### src/rtl/dpi_flow_ctx_driver_pkg.sv
// Shared constants, FSM encoding and counter helper for the DPI flow context driver.
package dpi_flow_ctx_driver_pkg;

    localparam int unsigned NUM_FLOWS = 16;
    localparam int unsigned STATE_W   = 11;
    localparam int unsigned FLOW_W    = $clog2(NUM_FLOWS);
    localparam int unsigned CNT_W     = 16;
    localparam int unsigned ERR_W     = CNT_W;
    localparam int unsigned OFF_W     = CNT_W;

    typedef enum logic [1:0] {
        IDLE    = 2'd0,
        RESTORE = 2'd1,
        STREAM  = 2'd2,
        SAVE    = 2'd3
    } drv_state_e;

    // Increment that sticks at all-ones instead of wrapping.
    function automatic logic [CNT_W-1:0] sat_inc(input logic [CNT_W-1:0] v);
        return (v == {CNT_W{1'b1}}) ? v : v + CNT_W'(1);
    endfunction

endpackage

### src/rtl/dpi_ctx_ram.sv
// Per-flow matcher context store: flop array, combinational read, write port and clear port.
// A clear to the same slot as the write wins; a clear to the slot being read returns zero.
module dpi_ctx_ram #(
    parameter int unsigned NUM_FLOWS = 16,
    parameter int unsigned STATE_W   = 11,
    parameter int unsigned FLOW_W    = 4
) (
    input  logic               clk,
    input  logic               rst_n,
    input  logic [FLOW_W-1:0]  rd_addr,
    output logic [STATE_W-1:0] rd_data,
    input  logic               wr_en,
    input  logic [FLOW_W-1:0]  wr_addr,
    input  logic [STATE_W-1:0] wr_data,
    input  logic               clr_en,
    input  logic [FLOW_W-1:0]  clr_addr
);

    logic [STATE_W-1:0] mem_q [NUM_FLOWS];

    // Slot update; the clear is applied last so it overrides a same-slot write.
    always_ff @(posedge clk or negedge rst_n) begin
        if (!rst_n) begin
            for (int i = 0; i < int'(NUM_FLOWS); i++) begin
                mem_q[i] <= '0;
            end
        end else begin
            if (wr_en) begin
                mem_q[wr_addr] <= wr_data;
            end
            if (clr_en) begin
                mem_q[clr_addr] <= '0;
            end
        end
    end

    // Read with clear bypass so a same-cycle teardown never leaks stale state.
    assign rd_data = (clr_en && (clr_addr == rd_addr)) ? '0 : mem_q[rd_addr];

endmodule

### src/rtl/dpi_flow_ctx_driver.sv
// Time-multiplexes one DFA matcher across flows: restores the flow's state at SOP,
// streams the payload, saves the state after EOP and reports matches with byte offset.
// s_rdy, char_in(_vld) and state_in(_vld) are combinational: the matcher handshake
// and the SOP hold in IDLE need them within the same cycle.
module dpi_flow_ctx_driver #(
    parameter int unsigned NUM_FLOWS = dpi_flow_ctx_driver_pkg::NUM_FLOWS,
    parameter int unsigned STATE_W   = dpi_flow_ctx_driver_pkg::STATE_W,
    parameter int unsigned FLOW_W    = dpi_flow_ctx_driver_pkg::FLOW_W
) (
    input  logic                                       clk,
    input  logic                                       rst_n,
    input  logic [7:0]                                 s_data,
    input  logic                                       s_vld,
    input  logic                                       s_sop,
    input  logic                                       s_eop,
    input  logic [FLOW_W-1:0]                          s_flow,
    output logic                                       s_rdy,
    output logic [7:0]                                 char_in,
    output logic                                       char_in_vld,
    output logic [STATE_W-1:0]                         state_in,
    output logic                                       state_in_vld,
    input  logic [STATE_W-1:0]                         state_out,
    input  logic                                       accept_out,
    input  logic                                       ctx_clr,
    input  logic [FLOW_W-1:0]                          ctx_clr_id,
    output logic                                       match_vld,
    output logic [FLOW_W-1:0]                          match_flow,
    output logic [dpi_flow_ctx_driver_pkg::OFF_W-1:0]  match_off,
    output logic [dpi_flow_ctx_driver_pkg::ERR_W-1:0]  err_cnt
);

    import dpi_flow_ctx_driver_pkg::*;

    drv_state_e          state_q, state_d;
    logic [FLOW_W-1:0]   flow_q;
    logic [OFF_W-1:0]    off_q;
    logic [STATE_W-1:0]  ctx_rd;
    logic                flow_ld;
    logic                off_clr;
    logic                off_inc;
    logic                err_inc;
    logic                ctx_we;

    dpi_ctx_ram #(
        .NUM_FLOWS (NUM_FLOWS),
        .STATE_W   (STATE_W),
        .FLOW_W    (FLOW_W)
    ) u_ctx_ram (
        .clk      (clk),
        .rst_n    (rst_n),
        .rd_addr  (flow_q),
        .rd_data  (ctx_rd),
        .wr_en    (ctx_we),
        .wr_addr  (flow_q),
        .wr_data  (state_out),
        .clr_en   (ctx_clr),
        .clr_addr (ctx_clr_id)
    );

    // FSM state register.
    always_ff @(posedge clk or negedge rst_n) begin
        if (!rst_n) begin
            state_q <= IDLE;
        end else begin
            state_q <= state_d;
        end
    end

    // Next state, matcher interface and datapath strobes.
    always_comb begin
        state_d      = state_q;
        s_rdy        = 1'b0;
        char_in      = '0;
        char_in_vld  = 1'b0;
        state_in     = '0;
        state_in_vld = 1'b0;
        flow_ld      = 1'b0;
        off_clr      = 1'b0;
        off_inc      = 1'b0;
        err_inc      = 1'b0;
        ctx_we       = 1'b0;
        unique case (state_q)
            IDLE: begin
                // SOP beat is held back so it becomes the first STREAM byte.
                s_rdy = !(s_vld && s_sop);
                if (s_vld) begin
                    if (s_sop) begin
                        flow_ld = 1'b1;
                        state_d = RESTORE;
                    end else begin
                        err_inc = 1'b1;
                    end
                end
            end
            RESTORE: begin
                state_in     = ctx_rd;
                state_in_vld = 1'b1;
                off_clr      = 1'b1;
                state_d      = STREAM;
            end
            STREAM: begin
                s_rdy       = 1'b1;
                char_in     = s_data;
                char_in_vld = s_vld;
                if (s_vld) begin
                    off_inc = 1'b1;
                    // Offset zero is the SOP byte itself; any later SOP is malformed.
                    if (s_sop && (off_q != '0)) begin
                        err_inc = 1'b1;
                    end
                    if (s_eop) begin
                        state_d = SAVE;
                    end
                end
            end
            SAVE: begin
                ctx_we  = 1'b1;
                state_d = IDLE;
            end
            default: begin
                state_d = IDLE;
            end
        endcase
        if (!rst_n) begin
            s_rdy = 1'b0;
        end
    end

    // Flow latch, byte offset and error counter.
    always_ff @(posedge clk or negedge rst_n) begin
        if (!rst_n) begin
            flow_q  <= '0;
            off_q   <= '0;
            err_cnt <= '0;
        end else begin
            if (flow_ld) begin
                flow_q <= s_flow;
            end
            if (off_clr) begin
                off_q <= '0;
            end else if (off_inc) begin
                off_q <= sat_inc(off_q);
            end
            if (err_inc) begin
                err_cnt <= sat_inc(err_cnt);
            end
        end
    end

    // Match report, one cycle after the matching byte.
    always_ff @(posedge clk or negedge rst_n) begin
        if (!rst_n) begin
            match_vld  <= 1'b0;
            match_flow <= '0;
            match_off  <= '0;
        end else begin
            match_vld <= accept_out && char_in_vld;
            if (accept_out && char_in_vld) begin
                match_flow <= flow_q;
                match_off  <= off_q;
            end
        end
    end

endmodule

### config.mk
export PLATFORM = sky130hd
export DESIGN_NAME = dpi_flow_ctx_driver
export DESIGN_NICKNAME = d
export VERILOG_FILES = /design/src/rtl/dpi_flow_ctx_driver_pkg.sv /design/src/rtl/dpi_ctx_ram.sv /design/src/rtl/dpi_flow_ctx_driver.sv
export SDC_FILE = /design/constraint.sdc
export NUM_CORES = 1
export LEC_CHECK = 0
export ABC_AREA = 1
export BUFFER_PORTS_ARGS = -buffer_cell sky130_fd_sc_hd__buf_2
export CORE_AREA = 2 2 209 211
export CTS_CLUSTER_DIAMETER = 120
export DETAILED_ROUTE_END_ITERATION = 8
export DIE_AREA = 0 0 211 213
export PLACE_DENSITY_LB_ADDON = 0.12
export SYNTH_ARGS = -nofsm -noshare
export SYNTH_HDL_FRONTEND = slang
export SYNTH_HIERARCHICAL = 1
export SYNTH_SLANG_ARGS = --single-unit
### constraint.sdc
create_clock -name clk -period 5.35 [get_ports clk]
set_clock_uncertainty 0.05 [all_clocks]
set_input_delay 0.8025 -clock clk [delete_from_list [all_inputs] [get_ports clk]]
set_output_delay 0.8025 -clock clk [all_outputs]
set_load 0.1 [all_outputs]
==> impl_metrics.prom <==
# TYPE chip_impl_metric gauge
chip_impl_metric{name="routed_wire_length_per_instance",unit="µm"} 18.4
chip_impl_info{name="most_frequent_standard_cell_in_the_layout_excluding_fill_and_tap_cells",value="sky130_fd_sc_hd__nand2_1"} 1
chip_impl_metric{name="cts.htree.levels",unit=""} 1
chip_impl_metric{name="syn_nets",unit=""} 1755
chip_impl_metric{name="placedInstanceArea",unit="µm²"} 13500
chip_impl_metric{name="ys_types",unit=""} 38
chip_impl_metric{name="synth_seq_area_share",unit=""} 0.463
chip_impl_metric{name="route.detailed.vias_per_inst",unit=""} 4.88
chip_impl_metric{name="dr.first_iter.drc_count",unit=""} 829
chip_impl_metric{name="grt_remaining_overflow",unit=""} 0
chip_impl_metric{name="cellLeakagePower",unit="nW"} 7.32
chip_impl_info{name="synth_top_family_by_area",value="simple AND/OR/NAND/NOR gates"} 1
chip_impl_metric{name="worstPathRequired",unit="ns"} 4.50
chip_impl_metric{name="detail_route.first_pass.iterations",unit=""} 5
chip_impl_metric{name="dr_total_vias",unit=""} 11300
chip_impl_metric{name="via_count_of_the_first_global_routing_pass",unit=""} 11100
chip_impl_metric{name="vdd_drop_max",unit="V"} 0.000397
chip_impl_info{name="critical-path-top-cell-by-count",value="sky130_fd_sc_hd__nand2_1"} 1
chip_impl_info{name="min-delay-path-class",value="in -> async"} 1
chip_impl_info{name="start_kind",value="flop"} 1
chip_impl_metric{name="crit_buf_inv",unit=""} 3
chip_impl_metric{name="remaining_drc_errors",unit=""} 0
chip_impl_metric{name="syn_avg_cell_area",unit="µm²"} 7.41
chip_impl_metric{name="ff2ff_path_depth",unit=""} 6
chip_impl_metric{name="worstPathArrival",unit="ns"} 3.42
chip_impl_metric{name="timing.critical_path.slowest_cell_delay",unit="ns"} 0.83
chip_impl_metric{name="post-layout-total-power",unit="mW"} 8.88
chip_impl_metric{name="period_needed",unit="ns"} 4.27
chip_impl_metric{name="synth_simple_gate_area_frac",unit=""} 0.250
chip_impl_metric{name="estimated_wirelength_of_the_detail_placed_design",unit="mm"} 27.7
chip_impl_metric{name="fp-row-count",unit=""} 76
chip_impl_info{name="run_status",value="completed"} 1
chip_impl_metric{name="die_width",unit="µm"} 211
chip_impl_metric{name="area_taken_by_multi_input_logic_gates",unit="µm²"} 5420
chip_impl_metric{name="longest_clk_path_bufs",unit=""} 3
chip_impl_metric{name="maximum_number_of_pins_on_one_net_before_global_route_repair",unit=""} 110
chip_impl_metric{name="number_of_antenna_cells_inserted",unit=""} 0
chip_impl_info{name="rr_startpoint",value="flow_q[0]$_DFFE_PN0P_"} 1
chip_impl_metric{name="tightest_slew",unit="ns"} 1.18
chip_impl_metric{name="ctsResizeCount",unit=""} 0
chip_impl_metric{name="setup.reg_to_reg.worst_slack",unit="ns"} 2.21
chip_impl_info{name="timing.setup.critical_path_class",value="reg -> out"} 1
chip_impl_info{name="tritoncts",value="done"} 1
chip_impl_metric{name="area_growth",unit="%"} 13.8
chip_impl_info{name="crit_path_top_delay_cell",value="sky130_fd_sc_hd__buf_4"} 1
chip_impl_metric{name="initial_utilization",unit=""} 0.297
chip_impl_metric{name="antenna_found_initial",unit=""} 1
chip_impl_metric{name="clock.fmax",unit="MHz"} 234
chip_impl_metric{name="clock_transition_at_the_register_clock_pins_on_the_worst_setup_and_hold_paths_after_cts",unit="ns"} 0.06
chip_impl_metric{name="timing.setup.tns",unit="ns"} 0
chip_impl_info{name="worstPathCellList",value="buf_4 > nand2_1 > nand2_1 > a21oi_1 > nand4_1 > nand2_1 > nor2_1 > nand2_1 > inv_1 > buf_2"} 1
chip_impl_metric{name="fraction_of_final_layout_cells_with_drive_strength_greater_than_1",unit=""} 0.109
chip_impl_metric{name="timing.final.hold_violations",unit=""} 0
chip_impl_metric{name="grt.met1_usage",unit=""} 0.264
chip_impl_info{name="most-common-layout-cells",value="sky130_fd_sc_hd__nand2_1, sky130_fd_sc_hd__inv_1, sky130_fd_sc_hd__dfrtp_1"} 1
chip_impl_metric{name="cts_made_buffers",unit=""} 29
chip_impl_metric{name="mappedNetlistArea",unit="µm²"} 12700
chip_impl_info{name="global_route.peak_usage_layer",value="met2"} 1
chip_impl_info{name="worst_path_dominant_cell_family",value="buffers and inverters"} 1
chip_impl_metric{name="yosys.area_share.adder",unit=""} 0.00789
chip_impl_metric{name="slew_headroom",unit=""} 0.210
chip_impl_metric{name="die_height",unit="µm"} 213
chip_impl_metric{name="final_setup_viols",unit=""} 0
chip_impl_metric{name="worstSkewPairLatency",unit="ns"} 0.59
chip_impl_metric{name="routed_wirelength",unit="mm"} 42.6
chip_impl_metric{name="clock_sink_total",unit=""} 235
chip_impl_metric{name="synth_xor_area_frac",unit=""} 0.0104
chip_impl_metric{name="crit_path_max_fanout",unit=""} 109
chip_impl_metric{name="floorplan.io_pins",unit=""} 93
chip_impl_metric{name="grt_util_met2",unit=""} 0.320
chip_impl_metric{name="design.final.nets",unit=""} 1792
chip_impl_metric{name="design.core.area",unit="µm²"} 42700
chip_impl_metric{name="postCtsHoldBufs",unit=""} 0
chip_impl_metric{name="synth.ff_latch_count",unit=""} 235
chip_impl_metric{name="layout.cell_area.non_filler",unit="µm²"} 14400
chip_impl_info{name="worstSetupEndpointType",value="output pin"} 1
chip_impl_metric{name="maxSlewViolCount",unit=""} 0
chip_impl_info{name="ctsRootBufferMaster",value="sky130_fd_sc_hd__clkbuf_16"} 1
chip_impl_metric{name="power.density_cell_area",unit="nW/µm²"} 615
chip_impl_metric{name="drv_cap",unit=""} 0
chip_impl_metric{name="post-route-period-util",unit=""} 0.799
chip_impl_metric{name="grt_util_all_layers",unit=""} 0.192
chip_impl_metric{name="die_area",unit="µm²"} 44900
chip_impl_metric{name="numPortBuffers",unit=""} 92
chip_impl_metric{name="yosys-mux-area-fraction",unit=""} 0.000887
chip_impl_metric{name="gr-usage-met3",unit=""} 0.0303
chip_impl_metric{name="synth-compound-area-share",unit=""} 0.158
chip_impl_metric{name="finalWeightedCongestion",unit=""} 0.839
chip_impl_metric{name="postCtsSetupRepairBufs",unit=""} 0
chip_impl_metric{name="final.setup.worst_slack",unit="ns"} 1.08
chip_impl_info{name="unrepaired_setup_endpoints_after_global_routing",value="no"} 1
chip_impl_metric{name="postSynthCellCount",unit=""} 1713
chip_impl_info{name="worstReg2RegEnd",value="u_ctx_ram/mem_q[25]$_DFF_PN0_"} 1
chip_impl_metric{name="ff_latch_area",unit="µm²"} 5880
chip_impl_metric{name="grt_pass1_wl",unit="mm"} 66.7
chip_impl_metric{name="antenna_left",unit=""} 0
chip_impl_metric{name="synth_warnings",unit=""} 6
chip_impl_metric{name="n_fill_cell",unit=""} 4673
chip_impl_metric{name="preCtsSetupSlack",unit="ns"} 1.70
## through the flow
step | hold slack (ns) | util | cells
CTS | 0.117 | 0.338 | 2319
global placement | 0.412 | 0.316 | 2265
finish | 0.111 | 0.338 | 2319
detailed placement | 0.412 | 0.316 | 2265
floorplan | 0.428 | - | 1713
global route | 0.134 | 0.338 | 2319
## per-layer routing
layer | routed length (µm) | up-vias
li1 | - | 5598
met3 | 2090 | 49
met1 | 19700 | 5404
met4 | 921 | 0
met5 | 0 | -
met2 | 19900 | 271
## flip-flops by register name, indices dropped and copies added, names as in the netlist
name / count
u_ctx_ram/mem_q: 176
err_cnt: 16
match_off: 16
off_q: 16
flow_q: 4
match_flow: 4
state_q: 2
match_vld: 1
## how the worst max path moves through the flow
stage	startpoint	end	slack (ns)	cells after the start
floorplan	state_q[0]$_DFFE_PN0P_	s_rdy	1.76	5
global route	flow_q[0]$_DFFE_PN0P_	state_in[8]	0.85	10
finish	flow_q[0]$_DFFE_PN0P_	state_in[10]	1.08	10
global placement	flow_q[0]$_DFFE_PN0P_	state_in[10]	1.70	10
detailed placement	flow_q[0]$_DFFE_PN0P_	state_in[7]	1.70	10
CTS	flow_q[0]$_DFFE_PN0P_	state_in[7]	1.06	10
## cell type report
class	count	share of cell area
Timing Repair Buffer	107	0.0404
Tap cell	546	0.0473
Clock buffer	45	0.0599
Sequential cell	235	0.407
Inverter	247	0.0642
Multi-Input combinational cell	1130	0.375
Clock inverter	9	0.00606
## worst reg2reg max path: stages, from the launching register on
cell and delay (ns):
sky130_fd_sc_hd__dfrtp_4 0.41, sky130_fd_sc_hd__buf_4 0.83, sky130_fd_sc_hd__nand2_1 0.47, sky130_fd_sc_hd__inv_1 0.13
sky130_fd_sc_hd__nand3_1 0.59, sky130_fd_sc_hd__o21ai_0 0.41, sky130_fd_sc_hd__a21oi_1 0.08
## logic make-up (layout without fill, tap and decap cells)
kind of cell,Yosys count,in the layout
fa+ha+maj,8,8
compound gates,379,379
buf+inv,348,408
xor+xnor,15,15
simple gates,727,727
mux,1,1
flops,235,235
## power breakdown
part	switching [mW]	internal (mW)
Clock	0.826	1.16
Sequential	0.304	2.41
Combinational	3.10	1.08
## cells in the mapped netlist
library cell | number | area, µm²
sky130_fd_sc_hd__nor3_2 | 2 | 20.0
sky130_fd_sc_hd__a221oi_1 | 1 | 8.76
sky130_fd_sc_hd__o21ai_1 | 6 | 30.0
sky130_fd_sc_hd__clkinv_1 | 5 | 18.8
sky130_fd_sc_hd__ha_1 | 8 | 100
sky130_fd_sc_hd__nor2_4 | 2 | 22.5
sky130_fd_sc_hd__nor3_4 | 2 | 32.5
sky130_fd_sc_hd__nand2_4 | 2 | 22.5
sky130_fd_sc_hd__buf_6 | 4 | 45.0
sky130_fd_sc_hd__nand4_2 | 1 | 12.5
sky130_fd_sc_hd__a21boi_4 | 1 | 18.8
sky130_fd_sc_hd__buf_4 | 4 | 30.0
sky130_fd_sc_hd__dfrtp_1 | 235 | 5880
sky130_fd_sc_hd__nand4_4 | 1 | 21.3
sky130_fd_sc_hd__clkbuf_2 | 2 | 10.0
sky130_fd_sc_hd__clkbuf_1 | 47 | 176
sky130_fd_sc_hd__buf_2 | 38 | 190
sky130_fd_sc_hd__a31oi_1 | 2 | 12.5
sky130_fd_sc_hd__mux2_2 | 1 | 11.3
sky130_fd_sc_hd__nand3_1 | 153 | 766
sky130_fd_sc_hd__inv_2 | 5 | 18.8
sky130_fd_sc_hd__or2_2 | 7 | 43.8
sky130_fd_sc_hd__a211oi_1 | 22 | 165
sky130_fd_sc_hd__nor3_1 | 4 | 20.0
sky130_fd_sc_hd__buf_1 | 6 | 22.5
sky130_fd_sc_hd__xor2_1 | 10 | 87.6
sky130_fd_sc_hd__nand3_4 | 2 | 35.0
sky130_fd_sc_hd__o22ai_1 | 22 | 138
sky130_fd_sc_hd__nand3_2 | 3 | 30.0
sky130_fd_sc_hd__a21oi_1 | 172 | 861
sky130_fd_sc_hd__inv_1 | 237 | 890
sky130_fd_sc_hd__nor2_1 | 113 | 424
sky130_fd_sc_hd__nor2_2 | 7 | 43.8
sky130_fd_sc_hd__o21ai_0 | 153 | 766
sky130_fd_sc_hd__nand2_1 | 401 | 1510
sky130_fd_sc_hd__xnor2_1 | 5 | 43.8
sky130_fd_sc_hd__nand2_2 | 2 | 12.5
sky130_fd_sc_hd__nand4_1 | 25 | 156
No activity file was read; power rests on OpenSTA's default activity.
